`src/rtl/mips_multicycle_ctrl_pkg.sv`:
```
// Shared constants for the multi-cycle MIPS control path: opcodes, ALUOp codes,
// mux selects, state encodings and the internal control-word layout.
package mips_multicycle_ctrl_pkg;

  localparam logic [5:0] OP_RTYPE = 6'b000000;
  localparam logic [5:0] OP_LW    = 6'b100011;
  localparam logic [5:0] OP_SW    = 6'b101011;
  localparam logic [5:0] OP_BEQ   = 6'b000100;
  localparam logic [5:0] OP_J     = 6'b000010;
  localparam logic [5:0] OP_SLTI  = 6'b001010;
  localparam logic [5:0] FN_JR    = 6'b001000;

  localparam logic [1:0] ALUOP_ADD   = 2'b00;
  localparam logic [1:0] ALUOP_SUB   = 2'b01;
  localparam logic [1:0] ALUOP_FUNCT = 2'b10;
  localparam logic [1:0] ALUOP_SLT   = 2'b11;

  localparam logic [1:0] SRCB_REG    = 2'b00;
  localparam logic [1:0] SRCB_FOUR   = 2'b01;
  localparam logic [1:0] SRCB_IMM    = 2'b10;
  localparam logic [1:0] SRCB_IMM_SH = 2'b11;

  localparam logic [1:0] PCSRC_ALU    = 2'b00;
  localparam logic [1:0] PCSRC_ALUOUT = 2'b01;
  localparam logic [1:0] PCSRC_JUMP   = 2'b10;
  localparam logic [1:0] PCSRC_REG_A  = 2'b11;

  localparam logic [3:0] ST_IDLE      = 4'd0;
  localparam logic [3:0] ST_FETCH     = 4'd1;
  localparam logic [3:0] ST_DECODE    = 4'd2;
  localparam logic [3:0] ST_MEM_ADDR  = 4'd3;
  localparam logic [3:0] ST_MEM_READ  = 4'd4;
  localparam logic [3:0] ST_MEM_WB    = 4'd5;
  localparam logic [3:0] ST_MEM_WRITE = 4'd6;
  localparam logic [3:0] ST_R_EXEC    = 4'd7;
  localparam logic [3:0] ST_R_WB      = 4'd8;
  localparam logic [3:0] ST_IMM_EXEC  = 4'd9;
  localparam logic [3:0] ST_IMM_WB    = 4'd10;
  localparam logic [3:0] ST_BRANCH    = 4'd11;
  localparam logic [3:0] ST_JUMP      = 4'd12;
  localparam logic [3:0] ST_JR        = 4'd13;
  localparam logic [3:0] ST_TRAP      = 4'd14;

  typedef struct packed {
    logic       pc_write;
    logic       pc_write_cond;
    logic       iord;
    logic       mem_read;
    logic       mem_write;
    logic       ir_write;
    logic       mem_to_reg;
    logic       reg_dst;
    logic       reg_write;
    logic       alu_src_a;
    logic [1:0] alu_src_b;
    logic [1:0] alu_op;
    logic [1:0] pc_source;
    logic       instr_done;
  } ctrl_word_t;

endpackage

```
`src/rtl/mips_multicycle_ctrl_if.sv`:
```
// Control/datapath bundle: IR fields and status in, strobes and mux selects out.
// master = control FSM side, slave = datapath side.
interface mips_multicycle_ctrl_if #(
  parameter int OPC_W   = 6,
  parameter int STATE_W = 4
);
  logic [OPC_W-1:0]   opcode;
  logic [OPC_W-1:0]   funct;
  logic               zero;
  logic               mem_ready;
  logic               pc_en;
  logic               IorD;
  logic               MemRead;
  logic               MemWrite;
  logic               IRWrite;
  logic               MemtoReg;
  logic               RegDst;
  logic               RegWrite;
  logic               ALUSrcA;
  logic [1:0]         ALUSrcB;
  logic               ALUOp1;
  logic               ALUOp2;
  logic [1:0]         PCSource;
  logic               instr_done;
  logic               illegal;
  logic [STATE_W-1:0] state_dbg;

  modport master (
    input  opcode, funct, zero, mem_ready,
    output pc_en, IorD, MemRead, MemWrite, IRWrite, MemtoReg, RegDst, RegWrite,
           ALUSrcA, ALUSrcB, ALUOp1, ALUOp2, PCSource, instr_done, illegal, state_dbg
  );

  modport slave (
    output opcode, funct, zero, mem_ready,
    input  pc_en, IorD, MemRead, MemWrite, IRWrite, MemtoReg, RegDst, RegWrite,
           ALUSrcA, ALUSrcB, ALUOp1, ALUOp2, PCSource, instr_done, illegal, state_dbg
  );
endinterface

```
`src/rtl/mips_multicycle_ctrl_dispatch.sv`:
```
// DECODE dispatch: maps (opcode, funct) to the state that follows DECODE.
// Anything not recognised lands in TRAP.
module mips_ctrl_dispatch
  import mips_multicycle_ctrl_pkg::*;
#(
  parameter int OPC_W   = 6,
  parameter int STATE_W = 4
) (
  input  logic [OPC_W-1:0]   opcode,
  input  logic [OPC_W-1:0]   funct,
  output logic [STATE_W-1:0] next_state
);

  always_comb begin
    next_state = ST_TRAP;
    case (opcode)
      OP_RTYPE: next_state = (funct == FN_JR) ? ST_JR : ST_R_EXEC;
      OP_LW,
      OP_SW:    next_state = ST_MEM_ADDR;
      OP_BEQ:   next_state = ST_BRANCH;
      OP_J:     next_state = ST_JUMP;
      OP_SLTI:  next_state = ST_IMM_EXEC;
      default:  next_state = ST_TRAP;
    endcase
  end

endmodule

```
`src/rtl/mips_multicycle_ctrl.sv`:
```
// Main control FSM of the multi-cycle MIPS-32 core: state register, transition
// logic and per-state control-word decode; memory steps stall on mem_ready.
module mips_multicycle_ctrl
  import mips_multicycle_ctrl_pkg::*;
#(
  parameter int OPC_W   = 6,
  parameter int STATE_W = 4
) (
  input logic              clk,
  input logic              rst_n,
  mips_multicycle_ctrl_if.master bus
);

  logic [STATE_W-1:0] state;
  logic [STATE_W-1:0] next_state;
  logic [STATE_W-1:0] decode_next;
  logic               illegal_q;
  ctrl_word_t         cw;

  mips_ctrl_dispatch #(
    .OPC_W  (OPC_W),
    .STATE_W(STATE_W)
  ) u_dispatch (
    .opcode    (bus.opcode),
    .funct     (bus.funct),
    .next_state(decode_next)
  );

  always_comb begin
    next_state = state;
    case (state)
      ST_IDLE:      next_state = ST_FETCH;
      ST_FETCH:     next_state = bus.mem_ready ? ST_DECODE : ST_FETCH;
      ST_DECODE:    next_state = decode_next;
      ST_MEM_ADDR:  next_state = (bus.opcode == OP_SW) ? ST_MEM_WRITE : ST_MEM_READ;
      ST_MEM_READ:  next_state = bus.mem_ready ? ST_MEM_WB : ST_MEM_READ;
      ST_MEM_WRITE: next_state = bus.mem_ready ? ST_FETCH : ST_MEM_WRITE;
      ST_R_EXEC:    next_state = ST_R_WB;
      ST_IMM_EXEC:  next_state = ST_IMM_WB;
      ST_MEM_WB,
      ST_R_WB,
      ST_IMM_WB,
      ST_BRANCH,
      ST_JUMP,
      ST_JR:        next_state = ST_FETCH;
      ST_TRAP:      next_state = ST_TRAP;
      default:      next_state = ST_IDLE;
    endcase
  end

  // illegal rises together with the entry into TRAP so both are visible in the same cycle
  always_ff @(posedge clk) begin
    if (!rst_n) begin
      state     <= ST_IDLE;
      illegal_q <= 1'b0;
    end else begin
      state     <= next_state;
      illegal_q <= illegal_q | (next_state == ST_TRAP);
    end
  end

  always_comb begin
    cw = '0;
    case (state)
      ST_FETCH: begin
        cw.mem_read  = 1'b1;
        cw.alu_src_b = SRCB_FOUR;
        cw.alu_op    = ALUOP_ADD;
        cw.pc_source = PCSRC_ALU;
        cw.ir_write  = bus.mem_ready;
        cw.pc_write  = bus.mem_ready;
      end
      ST_DECODE: begin
        cw.alu_src_b = SRCB_IMM_SH;
        cw.alu_op    = ALUOP_ADD;
      end
      ST_MEM_ADDR: begin
        cw.alu_src_a = 1'b1;
        cw.alu_src_b = SRCB_IMM;
        cw.alu_op    = ALUOP_ADD;
      end
      ST_MEM_READ: begin
        cw.mem_read = 1'b1;
        cw.iord     = 1'b1;
      end
      ST_MEM_WB: begin
        cw.reg_write  = 1'b1;
        cw.mem_to_reg = 1'b1;
        cw.instr_done = 1'b1;
      end
      ST_MEM_WRITE: begin
        cw.mem_write  = 1'b1;
        cw.iord       = 1'b1;
        cw.instr_done = bus.mem_ready;
      end
      ST_R_EXEC: begin
        cw.alu_src_a = 1'b1;
        cw.alu_src_b = SRCB_REG;
        cw.alu_op    = ALUOP_FUNCT;
      end
      ST_R_WB: begin
        cw.reg_write  = 1'b1;
        cw.reg_dst    = 1'b1;
        cw.instr_done = 1'b1;
      end
      ST_IMM_EXEC: begin
        cw.alu_src_a = 1'b1;
        cw.alu_src_b = SRCB_IMM;
        cw.alu_op    = ALUOP_SLT;
      end
      ST_IMM_WB: begin
        cw.reg_write  = 1'b1;
        cw.instr_done = 1'b1;
      end
      ST_BRANCH: begin
        cw.alu_src_a     = 1'b1;
        cw.alu_src_b     = SRCB_REG;
        cw.alu_op        = ALUOP_SUB;
        cw.pc_write_cond = 1'b1;
        cw.pc_source     = PCSRC_ALUOUT;
        cw.instr_done    = 1'b1;
      end
      ST_JUMP: begin
        cw.pc_write   = 1'b1;
        cw.pc_source  = PCSRC_JUMP;
        cw.instr_done = 1'b1;
      end
      ST_JR: begin
        cw.pc_write   = 1'b1;
        cw.pc_source  = PCSRC_REG_A;
        cw.instr_done = 1'b1;
      end
      default: cw = '0;
    endcase
  end

  assign bus.pc_en      = cw.pc_write | (cw.pc_write_cond & bus.zero);
  assign bus.IorD       = cw.iord;
  assign bus.MemRead    = cw.mem_read;
  assign bus.MemWrite   = cw.mem_write;
  assign bus.IRWrite    = cw.ir_write;
  assign bus.MemtoReg   = cw.mem_to_reg;
  assign bus.RegDst     = cw.reg_dst;
  assign bus.RegWrite   = cw.reg_write;
  assign bus.ALUSrcA    = cw.alu_src_a;
  assign bus.ALUSrcB    = cw.alu_src_b;
  assign bus.ALUOp1     = cw.alu_op[1];
  assign bus.ALUOp2     = cw.alu_op[0];
  assign bus.PCSource   = cw.pc_source;
  assign bus.instr_done = cw.instr_done;
  assign bus.illegal    = illegal_q;
  assign bus.state_dbg  = state;

endmodule

```
`src/flat_wrapper.sv`:
```
// flat-port wrapper written by rule: the top's interface ports become plain ports
module mips_multicycle_ctrl_flat import mips_multicycle_ctrl_pkg::*;
#(
  parameter int OPC_W   = 6,
  parameter int STATE_W = 4
)
  (clk, rst_n, bus_opcode, bus_funct, bus_zero, bus_mem_ready, bus_pc_en, bus_IorD, bus_MemRead, bus_MemWrite, bus_IRWrite, bus_MemtoReg, bus_RegDst, bus_RegWrite, bus_ALUSrcA, bus_ALUSrcB, bus_ALUOp1, bus_ALUOp2, bus_PCSource, bus_instr_done, bus_illegal, bus_state_dbg);
  mips_multicycle_ctrl_if #(.OPC_W(OPC_W), .STATE_W(STATE_W)) bus_i ();
  input logic clk;
  input logic rst_n;
  input wire logic [$bits(bus_i.opcode)-1:0] bus_opcode;
  input wire logic [$bits(bus_i.funct)-1:0] bus_funct;
  input wire logic [$bits(bus_i.zero)-1:0] bus_zero;
  input wire logic [$bits(bus_i.mem_ready)-1:0] bus_mem_ready;
  output wire logic [$bits(bus_i.pc_en)-1:0] bus_pc_en;
  output wire logic [$bits(bus_i.IorD)-1:0] bus_IorD;
  output wire logic [$bits(bus_i.MemRead)-1:0] bus_MemRead;
  output wire logic [$bits(bus_i.MemWrite)-1:0] bus_MemWrite;
  output wire logic [$bits(bus_i.IRWrite)-1:0] bus_IRWrite;
  output wire logic [$bits(bus_i.MemtoReg)-1:0] bus_MemtoReg;
  output wire logic [$bits(bus_i.RegDst)-1:0] bus_RegDst;
  output wire logic [$bits(bus_i.RegWrite)-1:0] bus_RegWrite;
  output wire logic [$bits(bus_i.ALUSrcA)-1:0] bus_ALUSrcA;
  output wire logic [$bits(bus_i.ALUSrcB)-1:0] bus_ALUSrcB;
  output wire logic [$bits(bus_i.ALUOp1)-1:0] bus_ALUOp1;
  output wire logic [$bits(bus_i.ALUOp2)-1:0] bus_ALUOp2;
  output wire logic [$bits(bus_i.PCSource)-1:0] bus_PCSource;
  output wire logic [$bits(bus_i.instr_done)-1:0] bus_instr_done;
  output wire logic [$bits(bus_i.illegal)-1:0] bus_illegal;
  output wire logic [$bits(bus_i.state_dbg)-1:0] bus_state_dbg;
  assign bus_i.opcode = bus_opcode;
  assign bus_i.funct = bus_funct;
  assign bus_i.zero = bus_zero;
  assign bus_i.mem_ready = bus_mem_ready;
  assign bus_pc_en = bus_i.pc_en;
  assign bus_IorD = bus_i.IorD;
  assign bus_MemRead = bus_i.MemRead;
  assign bus_MemWrite = bus_i.MemWrite;
  assign bus_IRWrite = bus_i.IRWrite;
  assign bus_MemtoReg = bus_i.MemtoReg;
  assign bus_RegDst = bus_i.RegDst;
  assign bus_RegWrite = bus_i.RegWrite;
  assign bus_ALUSrcA = bus_i.ALUSrcA;
  assign bus_ALUSrcB = bus_i.ALUSrcB;
  assign bus_ALUOp1 = bus_i.ALUOp1;
  assign bus_ALUOp2 = bus_i.ALUOp2;
  assign bus_PCSource = bus_i.PCSource;
  assign bus_instr_done = bus_i.instr_done;
  assign bus_illegal = bus_i.illegal;
  assign bus_state_dbg = bus_i.state_dbg;
  mips_multicycle_ctrl #(.OPC_W(OPC_W), .STATE_W(STATE_W)) u_core (.clk(clk), .rst_n(rst_n), .bus(bus_i));
endmodule
```
`config.mk`:
```
export PLATFORM = sky130hd
export DESIGN_NAME = mips_multicycle_ctrl_flat
export DESIGN_NICKNAME = d
export VERILOG_FILES = /design/src/rtl/mips_multicycle_ctrl_pkg.sv /design/src/rtl/mips_multicycle_ctrl_if.sv /design/src/rtl/mips_multicycle_ctrl_dispatch.sv /design/src/rtl/mips_multicycle_ctrl.sv /design/src/flat_wrapper.sv
export SDC_FILE = /design/constraint.sdc
export NUM_CORES = 1
export LEC_CHECK = 0
export CORE_ASPECT_RATIO = 0.9
export CORE_MARGIN = 2
export CORE_UTILIZATION = 41
export DETAILED_ROUTE_END_ITERATION = 8
export PLACE_DENSITY = 0.93
export SYNTH_ARGS = -nofsm -noshare
export SYNTH_HDL_FRONTEND = slang
export SYNTH_SLANG_ARGS = --single-unit
```
`constraint.sdc`:
```
create_clock -name clk -period 3.8 [get_ports clk]
set_input_delay 0.38 -clock clk [delete_from_list [all_inputs] [get_ports clk]]
set_output_delay 0.38 -clock clk [all_outputs]
set_load 0.005 [all_outputs]
```
After elaboration in Yosys (flattened, before gate mapping)

Index checks and enable logic that the tools add are counted.

Flip-flop bits (word level): 5

Eq/ne operators: 21
Multiplexer cells: 20
Bitwise logic cells: 3
Reductions and logical operators: 10

Operator list:

| kind                                                | number |
|---|---|
| one-hot mux 4 bit (9 select lines)                  | 1 |
| equality test 4 bit, second input constant          | 8 |
| one-hot mux 4 bit (6 select lines)                  | 1 |
| one-hot mux 4 bit (5 select lines)                  | 1 |
| equality test 4 x 3 -> 1 bit, second input constant | 4 |
| equality test 6 x 4 -> 1 bit, second input constant | 2 |
| equality test 6 bit, second input constant          | 2 |
| two-way mux 1 bit                                   | 10 |
| equality test 4 x 2 -> 1 bit, second input constant | 2 |
| OR reduction 2 bit                                  | 4 |
| OR reduction 7 bit                                  | 1 |
| equality test 6 x 2 -> 1 bit, second input constant | 1 |
| equality test 6 x 3 -> 1 bit, second input constant | 1 |
| logical NOT 6 bit                                   | 1 |
| one-hot mux 2 bit (3 select lines)                  | 1 |
| OR reduction 6 bit                                  | 1 |
| equality test 4 x 1 -> 1 bit, second input constant | 1 |
| logical NOT 4 bit                                   | 1 |
| two-way mux 2 bit                                   | 2 |
| two-way mux 4 bit                                   | 1 |
| one-hot mux 1 bit (2 select lines)                  | 2 |
| OR reduction 4 bit                                  | 1 |
| two-way mux 3 bit                                   | 1 |
| OR reduction 3 bit                                  | 1 |
| 2 further kinds                                     | 3 |

Logic depth before layout (Yosys ltp)

Gate-level depths: netlist of run 1.

Depth in word-level cells: 6
Gate-level depth with buffers: 6

Modules after synthesis

Synthesis of run 1 repeated with hierarchy kept, for this count alone.

Cell total of the unflattened synthesis: 101
Area, all modules: 714.4 sq um

Modules (own cells, without submodules):

| module               | instances | cells each | area each (sq um) | seq. area each (sq um) |
|---|---|---|---|---|
| mips_multicycle_ctrl | 1         | 85         | 613.1             | 100.1 |
| mips_ctrl_dispatch   | 1         | 16         | 101.3             | 0.0 |

Worst setup path before layout of run 1

OpenSTA, ideal clock, no wires.

Path kind: register to output
Start: register u_core.state[1], in the netlist u_core.bus.state_dbg[1]
End: output bus_pc_en
Arrival time: 1.267 ns
Required time: 3.420 ns
Setup slack: 2.153 ns
Stages on the path, launching flop included: 6
Buffers on the path: 2
Path through: dfxtp_1 buf_2 buf_1 and3_1 a21oi_1 o32ai_1

Cells in the longest elaborated chain, start to end: 4

Ends and longest elaborated chain:

| element                                                                  | RTL line                                                | text |
|---|---|---|
| start, declared                                                          | mips_multicycle_ctrl.sv:14                              | `logic [STATE_W-1:0] state;` |
| start signal, assigned                                                   | mips_multicycle_ctrl.sv:57                              | `state <= next_state;` |
| equality test 4 bit                                                      | mips_multicycle_ctrl.sv:64                              | `case (state)` |
| OR reduction 2 bit (no source line) or two-way mux 1 bit (tied branches) | --                                                      |  |
| one-hot mux 1 bit (2 select lines) or bitwise AND 1 bit (tied branches)  | mips_multicycle_ctrl.sv:64, mips_multicycle_ctrl.sv:137 |  |
| OR 1 bit (*)                                                             | mips_multicycle_ctrl.sv:137                             | `assign bus.pc_en = cw.pc_write \| (cw.pc_write_cond & bus.zero);` |
| end, declared                                                            | flat_wrapper.sv:15                                      | `output wire logic [$bits(bus_i.pc_en)-1:0] bus_pc_en;` |

Every way passes the cells marked *; elsewhere a longest branch is shown, timed or not.

Final worst setup path of run 1

Same ends and word-level chain as after synthesis.

==> out/qor.log, run 1 <==
INFO  outcome        result_of_the_run=complete, no violations
INFO  yosys          yosysSeqAreaShare=14.9%
INFO  yosys          yosys_most_used_dff=sky130_fd_sc_hd__dfxtp_1
INFO  pwr            p_comb_share=51.2%
INFO  pwr            p_int=0.191mW
INFO  sta            pin_slew_with_the_least_headroom_to_its_limit=664ps
INFO  global_route   grt_pass1_vias=753
INFO  floorplanning  dieHeight=42.4um
INFO  global_route   gr-total-overflow=0
INFO  placement      gp_congestion=0.822
INFO  floorplanning  placeableCoreArea=0.00150mm2
INFO  worst_hold_path worst_hold_start=u_core.bus.illegal$_SDFF_PN0_
INFO  routing        ant_nets=0
INFO  finish         postLayoutCoreUtil=70.6%
INFO  yosys          ys_async_sr_fraction=0%
INFO  sta            final_setup_violations=0
INFO  sta            rsz0062_at_grt=no
INFO  yosys          synth.cells.most_frequent=sky130_fd_sc_hd__nor2_1 (19), sky130_fd_sc_hd__nand2_1 (9), sky130_fd_sc_hd__a21oi_1 (6), sky130_fd_sc_hd__dfxtp_1 (5), sky130_fd_sc_hd__nor3_1 (5)
INFO  global_route   grt_antenna_before_repair=0
INFO  placement      placed_cell_area=0.00103mm2
INFO  placement      place.port_buffers=36
INFO  finish         area_growth=57.2%
INFO  routing        routed_wl=1910um
INFO  worst_setup_path critical_path.cell_chain=and3_1, a21oi_1, o32ai_1, clkdlybuf4s50_1
INFO  worst_hold_path min_delay_worst_endpoint=u_core.bus.illegal$_SDFF_PN0_
INFO  clock_network  cts_post_setup_buffers_inserted=0
INFO  yosys          synth_area_per_cell=6.79um2
INFO  pwr            power.share.clock=19.6%
INFO  pwr            seq_power_share=29.2%
INFO  floorplanning  num_io_pins=37
INFO  routing        routed_via_density=5.53
INFO  sta            max_clock_freq=0.415GHz
INFO  pwr            power_switching=0.114mW
INFO  routing        post-route-drc-count=0
INFO  sta            maxSlewViolCount=0
INFO  sta            worst_clock_skew=4.15ps
INFO  floorplanning  fp-row-count=13
INFO  placement      dpl.hpwl=1470um
INFO  yosys          synthTopCellsByArea=sky130_fd_sc_hd__dfxtp_1 (15%), sky130_fd_sc_hd__nor2_1 (11%), sky130_fd_sc_hd__nand2_1 (5.0%)
INFO  sta            period_share=63.4%
INFO  sta            worst_slew_margin_rel=55.7%
INFO  finish         stdcell_count=154
INFO  worst_setup_path sort_of_element_at_the_end_of_the_critical_path=output pin
INFO  worst_setup_path setup.worst_path.start_class=flip-flop
INFO  floorplanning  initial_utilization=44.9%
INFO  finish         layout-drive-gt1-share=9.09%
INFO  clock_network  worst_setup_hold_path_clk_slew=40ps
INFO  yosys          ys_types=38
INFO  sta            final_period_minus_worst_setup_slack=2410ps
INFO  routing        via_count=851
INFO  clock_network  clockRootBuffer=sky130_fd_sc_hd__clkbuf_4
INFO  routing        routed_wire_length_per_instance=12.4um
INFO  sta            timing.hold.ws=468ps
INFO  finish         finish.instance_area=0.00106mm2
INFO  placement      worst_case_setup_slack_after_placement=1470ps
INFO  floorplanning  die_span_x=46.7um
INFO  worst_setup_path timing.critical_path.fanout_max=19
INFO  worst_hold_path hold_depth=1
INFO  clock_network  clkLatencyLatePin=230ps
INFO  yosys          post-synth-top-area-fraction=14.9%
INFO  pwr            p_total=0.305mW
INFO  global_route   grt_use_total=20.8%
INFO  floorplanning  design.die.area=0.00198mm2
INFO  yosys          syn_inst=99
INFO  clock_network  cts-resized-gates=0
INFO  worst_setup_path required=3420ps
INFO  worst_setup_path path_class=reg -> out
INFO  routing        drt_iter0_drc=24
INFO  clock_network  cts.sinks=5
INFO  worst_setup_path reg2regPathDepth=4
INFO  pwr            power_density=289mW/mm2
INFO  worst_setup_path worstPathArrival=2030ps
INFO  worst_setup_path worstReg2RegStart=u_core.bus.state_dbg[2]$_SDFF_PN0_
INFO  clock_network  hold_buffers=0
INFO  yosys          synthesis.nets=115
INFO  yosys          synth.yosys.warnings=0
INFO  worst_setup_path critical_path.slowest_cell=sky130_fd_sc_hd__dfxtp_1
INFO  pwr            vdd_ir_drop_max=0.252mV
INFO  placement      place_inst=150
INFO  pwr            switching_share=37.3%
INFO  global_route   grt_start_max_net_pins=21
INFO  yosys          netlist_area=672um2
INFO  yosys          yosys_register_bits=5
INFO  sta            finalWorstSetupSlack=1390ps
INFO  finish         design.final.nets=149
INFO  finish         filler_cell_count=127
INFO  clock_network  clk_path_buf_depth=2
INFO  yosys          synth.most_common_cell=sky130_fd_sc_hd__nor2_1
INFO  clock_network  tritoncts=built
INFO  run            drv_cap=0
INFO  worst_setup_path cp_slowest_stage_delay=720ps
INFO  finish         antenna-diode-count=0
INFO  worst_setup_path r2r_slack=2020ps
INFO  yosys          synth-edff-count=0
INFO  worst_hold_path min_path_type=reg -> reg
INFO  clock_network  htreeDepth=1
INFO  routing        dr.pass1.iters=4
INFO  yosys          netlist.top_cell.by_area=sky130_fd_sc_hd__dfxtp_1
INFO  global_route   grt_first_pass_wirelength=3170um
INFO  pwr            static-leakage-power=0.398nW
INFO  clock_network  cts_made_buffers=3
INFO  worst_setup_path worstReg2RegEnd=u_core.bus.illegal$_SDFF_PN0_
INFO  sta            fin_setup_tns=0ps
INFO  sta            timing.final.hold_violations=0
[per-layer routing]
metal / up-vias / GRT usage [%] / wire length, um
li1: 425 / - / -
met1: 388 / 28.6 / 832
met2: 36 / 32.5 / 907
met3: 2 / 5.17 / 161
met4: 0 / 4.44 / 4
met5: - / 0 / 0
[cells by family after synthesis]
family	count (synthesis)	share of synthesized area [%]
compound gates	25	28.7
flops	5	14.9
buf+inv	11	6.70
simple gates	56	47.1
xor+xnor	2	2.61
[sequential cells by signal (all words and copies together), names as in the netlist]
| name | cells |
|---|---|
| u_core.bus.illegal | 1 |
| u_core.bus.state_dbg | 4 |
[cells in the final DEF, fill, tap and decap left out, types with 2 or more instances in the layout]
| cell type | count |
|---|---|
| sky130_fd_sc_hd__nand2b_1 | 4 |
| sky130_fd_sc_hd__clkdlybuf4s50_1 | 36 |
| sky130_fd_sc_hd__inv_1 | 2 |
| sky130_fd_sc_hd__and3_1 | 3 |
| sky130_fd_sc_hd__o21ai_0 | 2 |
| sky130_fd_sc_hd__nor3_1 | 5 |
| sky130_fd_sc_hd__clkbuf_4 | 3 |
| sky130_fd_sc_hd__nor2b_1 | 4 |
| sky130_fd_sc_hd__o221ai_1 | 2 |
| sky130_fd_sc_hd__nor2_1 | 19 |
| sky130_fd_sc_hd__xnor2_1 | 2 |
| sky130_fd_sc_hd__inv_2 | 2 |
| sky130_fd_sc_hd__o21ai_1 | 2 |
| sky130_fd_sc_hd__a21oi_1 | 6 |
| sky130_fd_sc_hd__nand3_1 | 3 |
| sky130_fd_sc_hd__nand2_1 | 9 |
| sky130_fd_sc_hd__and2_1 | 2 |
| sky130_fd_sc_hd__dfxtp_1 | 5 |
| sky130_fd_sc_hd__o211ai_1 | 2 |
[worst max-delay path, delay by kind of cell (launching register included)]
| family | cells | cell delay (ps) |
|---|---|---|
| AOI/OAI and AO/OA | 2 | 260 |
| buffers and inverters | 1 | 550 |
| DFF | 1 | 720 |
| and+or+nand+nor | 1 | 260 |
[worst max-delay path by stage]
stage	startpoint	endpoint	slack [ps]	cells past startpoint
floorplan	u_core.bus.state_dbg[1]$_SDFF_PN0_	bus_pc_en	2150	5
global placement	bus_mem_ready	bus_pc_en	1520	5
detailed placement	bus_mem_ready	bus_pc_en	1470	5
CTS	u_core.bus.state_dbg[1]$_SDFF_PN0_	bus_pc_en	1380	4
global route	u_core.bus.state_dbg[1]$_SDFF_PN0_	bus_ALUSrcB[1]	1240	5
finish	u_core.bus.state_dbg[1]$_SDFF_PN0_	bus_pc_en	1390	4
[power groups by stage]
stage               clock [mW]  sequential (mW)  combinational, mW
finish                  0.0598           0.0891              0.156
global route            0.0671           0.0925              0.171
CTS                     0.0618           0.0888              0.157
detailed placement           0           0.0896              0.156
global placement             0           0.0888              0.153
floorplan                    0           0.0659             0.0982
[final cells by class]
cell class / count / area (um2) / area share [%]
clock buffer: 4 / 26.3 / 2.49
inverter: 4 / 15.0 / 1.42
multi-input combinational: 83 / 527 / 49.9
timing repair buffer: 36 / 360 / 34.1
tap: 22 / 27.5 / 2.61
sequential: 5 / 100 / 9.48
Power figures use the tool's default switching activity.
==> run 2: changes to the inputs <==
CORE_UTILIZATION = 34   (was 41)
PLACE_DENSITY = 0.84   (was 0.93)
clock period = 2 ns   (was 3.8 ns; I/O delays follow)
==> run 2 against run 1 <==
Core utilization decreased by 10 points. First-iteration DRC count decreased by 25%. Largest power group unchanged. Register-to-register slack got worse by 1600 ps. Total power increased by 100%. Cell area increased by 8.3%. Critical path depth unchanged. Global-route usage decreased by 2.3 points. Setup slack got worse by 1300 ps. Highest routed layer is now met3. Flip-flop and latch count unchanged.
==> out/qor.log, run 2 (same netlist as run 1, synthesis figures left out) <==
INFO  routing        via_count=873
INFO  placement      dpl.hpwl=1670um
INFO  worst_setup_path path_class=reg -> out
INFO  routing        post-route-drc-count=0
INFO  routing        routed_wire_length_per_instance=12.6um
INFO  finish         final-seq-area=106um2
INFO  clock_network  clkLatencyLatePin=230ps
INFO  routing        drt_iter0_drc=18
INFO  global_route   grt_use_total=18.5%
INFO  global_route   gr-total-overflow=0
INFO  global_route   grt_first_pass_wirelength=3380um
INFO  sta            pin_slew_with_the_least_headroom_to_its_limit=369ps
INFO  worst_setup_path worstReg2RegStart=u_core.bus.state_dbg[3]$_SDFF_PN0_
INFO  finish         filler_cell_count=166
INFO  worst_setup_path reg2regPathDepth=6
INFO  finish         area_growth=70.2%
INFO  global_route   grt_pass1_vias=761
INFO  pwr            static-leakage-power=0.452nW
INFO  worst_setup_path timing.critical_path.fanout_max=14
INFO  sta            maxSlewViolCount=0
INFO  placement      gp_congestion=0.806
INFO  clock_network  clk_path_buf_depth=2
INFO  pwr            p_int=0.397mW
INFO  outcome        result_of_the_run=complete, no violations
INFO  pwr            power_switching=0.226mW
INFO  pwr            p_comb_share=58.4%
INFO  worst_hold_path worst_hold_start=u_core.bus.illegal$_SDFF_PN0_
INFO  sta            period_share=95.5%
INFO  clock_network  tritoncts=built
INFO  sta            final_period_minus_worst_setup_slack=1910ps
INFO  clock_network  hold_buffers=0
INFO  clock_network  htreeDepth=1
INFO  routing        dr.pass1.iters=6
INFO  worst_hold_path min_delay_worst_endpoint=u_core.bus.illegal$_SDFF_PN0_
INFO  floorplanning  dieHeight=46.2um
INFO  global_route   grt_start_max_net_pins=16
INFO  sta            worst_slew_margin_rel=75.2%
INFO  floorplanning  die_span_x=50.9um
INFO  clock_network  clockRootBuffer=sky130_fd_sc_hd__clkbuf_4
INFO  worst_setup_path worstReg2RegEnd=u_core.bus.illegal$_SDFF_PN0_
INFO  floorplanning  placeableCoreArea=0.00190mm2
INFO  clock_network  worst_setup_hold_path_clk_slew=40ps
INFO  finish         layout-drive-gt1-share=18.3%
INFO  pwr            power.share.clock=18.1%
INFO  finish         multi_input_area=529um2
INFO  clock_network  cts_post_setup_buffers_inserted=0
INFO  worst_hold_path min_path_type=reg -> reg
INFO  sta            max_clock_freq=0.524GHz
INFO  global_route   grt_antenna_before_repair=0
INFO  finish         design.final.nets=159
INFO  pwr            seq_power_share=23.5%
INFO  finish         layout.cells.most_common=sky130_fd_sc_hd__clkdlybuf4s50_1
INFO  sta            fin_setup_tns=0ps
INFO  sta            worst_clock_skew=3.25ps
INFO  worst_setup_path r2r_slack=400ps
INFO  worst_setup_path setup.worst_path.start_class=flip-flop
INFO  sta            final_setup_violations=0
INFO  clock_network  cts_made_buffers=3
INFO  routing        ant_nets=0
INFO  clock_network  cts.sinks=5
INFO  run            drv_cap=0
INFO  worst_setup_path sort_of_element_at_the_end_of_the_critical_path=output pin
INFO  finish         postLayoutCoreUtil=60.3%
INFO  worst_setup_path required=1800ps
INFO  sta            timing.final.hold_violations=0
INFO  finish         largest_register_ffs=4
INFO  floorplanning  design.die.area=0.00235mm2
INFO  sta            rsz0062_at_grt=no
INFO  pwr            switching_share=36.3%
INFO  floorplanning  fp-row-count=15
INFO  finish         antenna-diode-count=0
INFO  routing        routed_via_density=5.23
INFO  finish         most-common-layout-cells=sky130_fd_sc_hd__clkdlybuf4s50_1 (36), sky130_fd_sc_hd__nor2_1 (19), sky130_fd_sc_hd__buf_4 (10), sky130_fd_sc_hd__nand2_1 (9), sky130_fd_sc_hd__a21oi_1 (6)
INFO  floorplanning  initial_utilization=35.4%
INFO  worst_hold_path hold_depth=1
INFO  worst_setup_path worstPathArrival=1710ps
INFO  placement      place.port_buffers=36
INFO  routing        routed_wl=2100um
INFO  pwr            power_density=545mW/mm2
INFO  floorplanning  num_io_pins=37
INFO  pwr            vdd_ir_drop_max=0.323mV
-- run 2: cell types whose count changed in the layout (fill, tap and decap cells not counted), sizes merged --
cell  previous run  this run
buf              0        10
-- run 2: worst max-delay path by stage --
stage                                                  start                       endpoint  slack (ps)  cells after the start
after global routing                           bus_mem_ready                      bus_pc_en           7                      5
after floorplan           u_core.bus.state_dbg[1]$_SDFF_PN0_                      bus_pc_en         530                      5
final                     u_core.bus.state_dbg[3]$_SDFF_PN0_                      bus_pc_en          90                      4
after global placement                         bus_mem_ready                      bus_pc_en          90                      5
after CTS                                      bus_mem_ready                      bus_pc_en          60                      5
after detailed placement                       bus_opcode[2]  u_core.bus.illegal$_SDFF_PN0_          40                      6
-- run 2: layer usage --
metal | part of all wire, % | wire [um] | global-route usage (%) | vias up
met5 | 0 | 0 | 0 | -
met4 | 0 | 0 | 1.62 | 0
met3 | 4.6 | 97 | 3.90 | 0
met2 | 48 | 1010 | 32.9 | 19
met1 | 47 | 993 | 24.2 | 403
li1 | - | - | - | 451
-- run 2: final cells by class --
type                       count  area share [%]
clock buffer                   4            2.30
inverter                       4            1.31
sequential                     5            9.30
tap                           25            2.74
multi-input combinational     83            46.3
timing repair buffer          46            38.1
-- run 2: stage by stage --
step	hold slack (ps)	instances	power [mW]	setup WS [ps]	instance area, um2
floorplan	321	99	0.312	533	672
CTS	489	167	0.627	55.6	1140
finish	482	167	0.623	90.8	1140
detailed placement	470	163	0.509	40.6	1110
global placement	468	163	0.499	86.4	1110
global route	508	167	0.672	6.64	1140
-- run 2: timing repair --
action | CTS | global route
gates resized for setup | 2 | 3
cloned | 0 | 0
setup endpoints to repair | 2 | 4
-- run 2: worst max-delay path: stages (launching register included) --
cell and delay [ps]:
sky130_fd_sc_hd__dfxtp_2 480, sky130_fd_sc_hd__and3_1 200, sky130_fd_sc_hd__a21oi_1 40, sky130_fd_sc_hd__o32ai_1 220, sky130_fd_sc_hd__clkdlybuf4s50_1 540
-- run 2: power by group through the flow --
stage | sequential (mW) | clock [mW] | combinational [mW]
3_5_place_dp | 0.145 | 0 | 0.363
3_3_place_gp | 0.145 | 0 | 0.354
2_1_floorplan | 0.125 | 0 | 0.187
6_report | 0.146 | 0.113 | 0.364
5_1_grt | 0.150 | 0.122 | 0.400
4_1_cts | 0.145 | 0.119 | 0.364
